$ cat src/rtl/iterative_alu.sv
// Handshaked ALU: single-cycle ops plus iterative shift-add multiply / restoring divide.
// Define MDU_SIGNED_EN to enable signed MULT/DIV (opcodes 12/13); otherwise they decode as illegal.
module iterative_alu #(
   parameter int WIDTH = 32
) (
   input  logic             CLK,
   input  logic             nRST,
   input  logic             in_valid,
   output logic             in_ready,
   input  logic [3:0]       aluop,
   input  logic [WIDTH-1:0] port_A,
   input  logic [WIDTH-1:0] port_B,
   output logic             out_valid,
   input  logic             out_ready,
   output logic [WIDTH-1:0] output_port,
   output logic [WIDTH-1:0] output_hi,
   output logic             negative,
   output logic             overflow,
   output logic             zero,
   output logic             div_zero,
   output logic             illegal
);

   localparam int SHW = $clog2(WIDTH);
   localparam logic [SHW-1:0]   LAST = SHW'(WIDTH - 1);
   localparam logic [WIDTH-1:0] ONES = '1;

   localparam logic [3:0] OP_SLL   = 4'd0;
   localparam logic [3:0] OP_SRL   = 4'd1;
   localparam logic [3:0] OP_ADD   = 4'd2;
   localparam logic [3:0] OP_SUB   = 4'd3;
   localparam logic [3:0] OP_AND   = 4'd4;
   localparam logic [3:0] OP_OR    = 4'd5;
   localparam logic [3:0] OP_XOR   = 4'd6;
   localparam logic [3:0] OP_NOR   = 4'd7;
   localparam logic [3:0] OP_SLT   = 4'd8;
   localparam logic [3:0] OP_SLTU  = 4'd9;
   localparam logic [3:0] OP_MULTU = 4'd10;
   localparam logic [3:0] OP_DIVU  = 4'd11;
`ifdef MDU_SIGNED_EN
   localparam logic [3:0] OP_MULT  = 4'd12;
   localparam logic [3:0] OP_DIV   = 4'd13;
   localparam logic [WIDTH-1:0] MIN = {1'b1, {(WIDTH-1){1'b0}}};
`endif

   typedef enum logic [1:0] {IDLE, BUSY, DONE} state_t;
   state_t state, state_n;

   logic             accept, op_mdu, op_div, sgn_ovf;
   logic [WIDTH-1:0] sum, diff, alu_lo;
   logic             alu_ovf, alu_ill;
   logic [WIDTH-1:0] a_mag, b_mag;

   logic [WIDTH-1:0] res_lo, res_hi;
   logic             ovf_q, dz_q, ill_q;

   logic [WIDTH-1:0] work_hi, work_lo, m_op, a_orig;
   logic [SHW-1:0]   count;
   logic             is_div;
   logic [WIDTH:0]   mul_sum, div_trial;
   logic [WIDTH-1:0] it_hi, it_lo, fin_lo, fin_hi;

   // ---------------- control ----------------
   always_ff @(posedge CLK or negedge nRST) begin
      if (!nRST) state <= IDLE;
      else       state <= state_n;
   end

   always_comb begin
      state_n   = state;
      in_ready  = 1'b0;
      out_valid = 1'b0;
      case (state)
         IDLE: begin
            in_ready = 1'b1;
            if (in_valid) state_n = op_mdu ? BUSY : DONE;
         end
         BUSY: begin
            if (count == LAST) state_n = DONE;
         end
         DONE: begin
            out_valid = 1'b1;
            in_ready  = out_ready;
            if (out_ready) state_n = in_valid ? (op_mdu ? BUSY : DONE) : IDLE;
         end
         default: state_n = IDLE;
      endcase
   end

   assign accept = in_valid & in_ready;

   // ---------------- decode ----------------
   always_comb begin
      op_mdu = 1'b0;
      op_div = 1'b0;
      case (aluop)
         OP_MULTU: op_mdu = 1'b1;
         OP_DIVU:  begin op_mdu = 1'b1; op_div = 1'b1; end
`ifdef MDU_SIGNED_EN
         OP_MULT:  op_mdu = 1'b1;
         OP_DIV:   begin op_mdu = 1'b1; op_div = 1'b1; end
`endif
         default: ;
      endcase
   end

`ifdef MDU_SIGNED_EN
   logic op_signed, neg_lo, neg_hi;
   assign op_signed = (aluop == OP_MULT) | (aluop == OP_DIV);
   assign a_mag     = (op_signed & port_A[WIDTH-1]) ? -port_A : port_A;
   assign b_mag     = (op_signed & port_B[WIDTH-1]) ? -port_B : port_B;
   // MIN / -1 iterates to quotient MIN, remainder 0 naturally; only the flag is special
   assign sgn_ovf   = (aluop == OP_DIV) & (port_A == MIN) & (port_B == ONES);
`else
   assign a_mag     = port_A;
   assign b_mag     = port_B;
   assign sgn_ovf   = 1'b0;
`endif

   // ---------------- single-cycle ops ----------------
   assign sum  = port_A + port_B;
   assign diff = port_A - port_B;

   always_comb begin
      alu_lo  = '0;
      alu_ovf = 1'b0;
      alu_ill = 1'b0;
      case (aluop)
         OP_SLL:  alu_lo = port_A << port_B[SHW-1:0];
         OP_SRL:  alu_lo = port_A >> port_B[SHW-1:0];
         OP_ADD: begin
            alu_lo  = sum;
            alu_ovf = (port_A[WIDTH-1] == port_B[WIDTH-1]) & (sum[WIDTH-1] != port_A[WIDTH-1]);
         end
         OP_SUB: begin
            alu_lo  = diff;
            alu_ovf = (port_A[WIDTH-1] != port_B[WIDTH-1]) & (diff[WIDTH-1] != port_A[WIDTH-1]);
         end
         OP_AND:  alu_lo = port_A & port_B;
         OP_OR:   alu_lo = port_A | port_B;
         OP_XOR:  alu_lo = port_A ^ port_B;
         OP_NOR:  alu_lo = ~(port_A | port_B);
         OP_SLT:  alu_lo = {{(WIDTH-1){1'b0}}, ($signed(port_A) < $signed(port_B))};
         OP_SLTU: alu_lo = {{(WIDTH-1){1'b0}}, (port_A < port_B)};
         OP_MULTU, OP_DIVU: ;
`ifdef MDU_SIGNED_EN
         OP_MULT, OP_DIV: ;
`endif
         default: alu_ill = 1'b1;
      endcase
   end

   // ---------------- iteration step ----------------
   // mul: {hi,lo} shifts right with hi accumulating the multiplicand when lo[0] is set
   // div: {rem,dividend} shifts left, one restoring subtract per cycle
   assign mul_sum   = {1'b0, work_hi} + (work_lo[0] ? {1'b0, m_op} : '0);
   assign div_trial = {work_hi, work_lo[WIDTH-1]} - {1'b0, m_op};

   always_comb begin
      if (is_div) begin
         it_hi = div_trial[WIDTH] ? {work_hi[WIDTH-2:0], work_lo[WIDTH-1]} : div_trial[WIDTH-1:0];
         it_lo = {work_lo[WIDTH-2:0], ~div_trial[WIDTH]};
      end else begin
         it_hi = mul_sum[WIDTH:1];
         it_lo = {mul_sum[0], work_lo[WIDTH-1:1]};
      end
   end

   always_comb begin
      fin_lo = it_lo;
      fin_hi = it_hi;
`ifdef MDU_SIGNED_EN
      if (is_div) begin
         if (neg_lo) fin_lo = -it_lo;
         if (neg_hi) fin_hi = -it_hi;
      end else if (neg_lo) begin
         {fin_hi, fin_lo} = -{it_hi, it_lo};
      end
`endif
      if (dz_q) begin
         fin_lo = ONES;
         fin_hi = a_orig;
      end
   end

   // ---------------- datapath registers ----------------
   always_ff @(posedge CLK or negedge nRST) begin
      if (!nRST) begin
         res_lo  <= '0;
         res_hi  <= '0;
         ovf_q   <= 1'b0;
         dz_q    <= 1'b0;
         ill_q   <= 1'b0;
         work_hi <= '0;
         work_lo <= '0;
         m_op    <= '0;
         a_orig  <= '0;
         count   <= '0;
         is_div  <= 1'b0;
      end else if (accept) begin
         ill_q <= alu_ill;
         if (op_mdu) begin
            ovf_q   <= sgn_ovf;
            dz_q    <= op_div & (port_B == '0);
            is_div  <= op_div;
            count   <= '0;
            a_orig  <= port_A;
            work_hi <= '0;
            work_lo <= op_div ? a_mag : b_mag;
            m_op    <= op_div ? b_mag : a_mag;
         end else begin
            res_lo <= alu_lo;
            res_hi <= '0;
            ovf_q  <= alu_ovf;
            dz_q   <= 1'b0;
         end
      end else if (state == BUSY) begin
         work_hi <= it_hi;
         work_lo <= it_lo;
         count   <= count + 1'b1;
         if (count == LAST) begin
            res_lo <= fin_lo;
            res_hi <= fin_hi;
         end
      end
   end

`ifdef MDU_SIGNED_EN
   always_ff @(posedge CLK or negedge nRST) begin
      if (!nRST) begin
         neg_lo <= 1'b0;
         neg_hi <= 1'b0;
      end else if (accept & op_mdu) begin
         neg_lo <= op_signed & (port_A[WIDTH-1] ^ port_B[WIDTH-1]);
         neg_hi <= op_signed & port_A[WIDTH-1];
      end
   end
`endif

   assign output_port = res_lo;
   assign output_hi   = res_hi;
   assign negative    = res_lo[WIDTH-1];
   assign zero        = (res_lo == '0);
   assign overflow    = ovf_q;
   assign div_zero    = dz_q;
   assign illegal     = ill_q;

endmodule

$ cat config.mk
export PLATFORM = sky130hd
export DESIGN_NAME = iterative_alu
export DESIGN_NICKNAME = d
export VERILOG_FILES = /design/src/rtl/iterative_alu.sv
export SDC_FILE = /design/constraint.sdc
export NUM_CORES = 1
export LEC_CHECK = 0
export CORE_AREA = 2 2 201 282
export CTS_BUF_LIST = sky130_fd_sc_hd__clkbuf_4
export CTS_CLUSTER_DIAMETER = 100
export DETAILED_ROUTE_END_ITERATION = 10
export DIE_AREA = 0 0 203 284
export GPL_TIMING_DRIVEN = 0
export PLACE_DENSITY_LB_ADDON = 0.1
export SKIP_LAST_GASP = 1
export SLEW_MARGIN = 20
export SYNTH_ARGS = -nofsm -noshare
export SYNTH_HDL_FRONTEND = slang
export SYNTH_SLANG_ARGS = --single-unit
export TNS_END_PERCENT = 30
$ cat constraint.sdc
create_clock -name CLK -period 3.2 [get_ports CLK]
set_input_delay 0.48 -clock CLK [delete_from_list [all_inputs] [get_ports CLK]]
set_output_delay 0.48 -clock CLK [all_outputs]
set_load 0.03 [all_outputs]
==> qor.csv <==
metric,value,unit
initial_utilization,0.398,
rsz0062_at_grt,true,
fmax,250,MHz
synth_ff_type,dfrtp_1,
netlist_instances,2955,
die_h,284,um
clock_sinks,203,
htreeDepth,2,
violations,negative setup slack,
crit_fanout,7,
relSlewSlack,0.0513,
outcome,"complete, but fails checks",
grt_overflow,0,
grt_usage,0.476,
drt.antenna.violating_nets,0,
worstPathRequired,3.88,ns
final-seq-area,5080,um^2
wl_per_cell,35.5,um
cts-root-buf,clkbuf_4,
nNetsFinal,3477,
cts_max_path_buffers,3,
avgSynthCellArea,7.40,um^2
period_share,1.25,
worst_pin_slew,1.42,ns
num-fill-cells,5518,
ys_types,89,
routed_wl,142000,um
core,55000,um^2
drc,0,
ys_seq_area_frac,0.232,
ys_ff_latch,203,
drtPass1Iterations,7,
async_reset_ff_frac,1.00,
synth_area_leaders,"dfrtp_1 (23%), ha_1 (10%), o21ai_0 (8.7%)",
routabilityCongestion,1.06,
cts_tree,done,
cp.arrival,4.68,ns
clkTransAtPathRegs,0.07,ns
finalMaxSlewViolations,0,
critPathMaxStageDelay,0.57,ns
maxCapViolCount,0,
drt_iter0_drc,3253,
path_cells,"ha_1, clkbuf_1, a21oi_1, nor2_1, nor2_2, o21ai_4, nor3_4, nor2_4, xor2_4, buf_4, buf_6, mux2_2, mux2i_2, o21ai_0, a22o_1",
area_growth,22.3,%
grt_pass1_vias,26700,
hold_violations,0,
synth_top_area_share,0.232,
synth_nets,3211,
startpoint_type,flop,
io_buffers,142,
clk_latency,0.80,ns
synth.largest_area_cell,dfrtp_1,
setup_viol,112,
grt_pass1_wl,195000,um
final_common_cell,o21ai_0,
critPathKind,flop to flop,
yosys_warnings,0,
worstHoldPathType,input pin to flop,
pin_count,143,
dpl.hpwl,111000,um
p_per_area,805,nW/um^2
die_area,57700,um^2
p_leak,0.0117,uW
min_period,4.00,ns
antenna_found_initial,13,
r2r_cells,15,
endpoint_kind,flop,
vdd_ir_drop_max,0.544,mV
crit_slowest_cell,nor2_2,
clock-skew-final,0.0881,ns
die_w,203,um
layout-drive-gt1-share,0.142,
cts_buffers,53,
setup_slack,-0.801,ns
grt_max_degree,95,
via_count,26600,
stdcell_count,3998,
placed_cells,3831,
rows,102,
pre_cts_ws,-2.57,ns
hold_depth,3,
vias_per_cell,6.66,
layout_common_cells,"o21ai_0 (353), nand2_1 (341), nor2_1 (274), a21oi_1 (229), dfrtp_1 (202)",
synthesis.area,21900,um^2
multi_input_area,16300,um^2
synth_enable_flop_cells,0,
==> layer usage <==
layer  up-vias  GRT usage  wire [um]
met3       789      0.116      11900
li1      11200          -          -
met2      1874      0.778      64900
met4        12      0.531      19400
met5         -          0         87
met1     12700      0.468      45700
==> flip-flops by register name, indices dropped and copies added, names as in the netlist <==
register / flops
a_orig: 32
count: 5
div_zero: 1
illegal: 1
is_div: 1
m_op: 32
output_hi: 32
output_port: 32
overflow: 1
state: 2
work_hi: 32
work_lo: 32
==> area by class of cell <==
cell class	count	area share
Clock inverter	23	0.00402
Timing Repair Buffer	216	0.0761
Buffer	195	0.0409
Sequential cell	203	0.190
Multi-Input combinational cell	2401	0.611
Tap cell	728	0.0341
Inverter	151	0.0227
Clock buffer	73	0.0205
Antenna cell	8	0.000748
==> critical path: cells and delay by family, from the launching register on <==
| kind | cells | cell delay [ns] |
|---|---|---|
| AOI/OAI and AO/OA | 4 | 0.76 |
| xor gates and xnor gates | 1 | 0.24 |
| adders and majority gates | 1 | 0.32 |
| buffers and inverters | 3 | 0.54 |
| DFF | 1 | 0.45 |
| muxes | 2 | 0.55 |
| and+or+nand+nor | 4 | 1.04 |
==> metrics by stage <==
stage | hold WS (ns) | TNS [ns] | total power, uW | area (um^2) | util
after detailed placement | 0.364 | -252.62 | 16000 | 24400 | 0.444
final | 0.185 | -49.03 | 21500 | 26700 | 0.486
after floorplan | 0.184 | -0.344 | 11700 | 22000 | -
after global placement | 0.456 | -1727.53 | 15800 | 24300 | 0.442
after global routing | 0.179 | -56.25 | 22300 | 26700 | 0.486
after CTS | 0.119 | -26.78 | 19700 | 26200 | 0.477
==> cells in the mapped netlist, types with 17 or more instances <==
master and count:
nand2_1 346, nor2_1 278, buf_1 30, o21bai_1 17, inv_1 145, o21a_1 23
xor2_1 28, nor4_1 31, mux2i_1 146, a31oi_1 39, dfrtp_1 203, o211ai_1 46
o31ai_1 20, clkbuf_1 138, ha_1 180, a211oi_1 41, nand4_1 22, a21o_1 47
nor3_1 40, o22ai_1 33, buf_2 26, and2_1 40, xnor2_1 52, o21ai_0 379
nand3_1 49, a21oi_1 251, mux2_2 27, nand2b_1 30
==> repair_timing <==
action	in CTS	in global routing
pin swaps	56	62
buffers inserted	44	22
hold buffers	1	0
resized for setup	344	82
endpoints found under the hold margin	102	0
gates cloned	1	0
endpoints found under the setup margin	150	138
==> worst paths after layout <==
path                            slack, ns        start             to
worst min register to register       0.47      illegal        illegal
min in group asynchronous            0.19         nRST  output_hi[11]
max in group asynchronous            1.78         nRST     work_lo[0]
worst max-delay path                -0.80  work_hi[10]  output_hi[24]
worst max register to register      -0.80  work_hi[10]  output_hi[24]
worst min-delay path                 0.18    port_A[0]        m_op[0]
==> power breakdown <==
part,total (uW),internal (uW),leakage [uW],switching (uW)
Combinational,14700,5750,0.00871,8970
Sequential,4460,3390,0.00258,1070
Clock,2370,1070,0.000385,1300
==> cells by family (layout without fill, tap and decap cells) <==
family / after synthesis / in the layout / synth area share
flip-flops: 203 / 203 / 0.232
buffers and inverters: 351 / 658 / 0.0632
adder cells (fa/ha/maj): 184 / 184 / 0.107
multiplexers: 177 / 177 / 0.0848
AO/OA/AOI/OAI: 1058 / 1058 / 0.297
XOR/XNOR: 81 / 81 / 0.0328
AND/OR/NAND/NOR: 901 / 901 / 0.183
other: 0 / 8 / 0
Power figures use the tool's default switching activity.
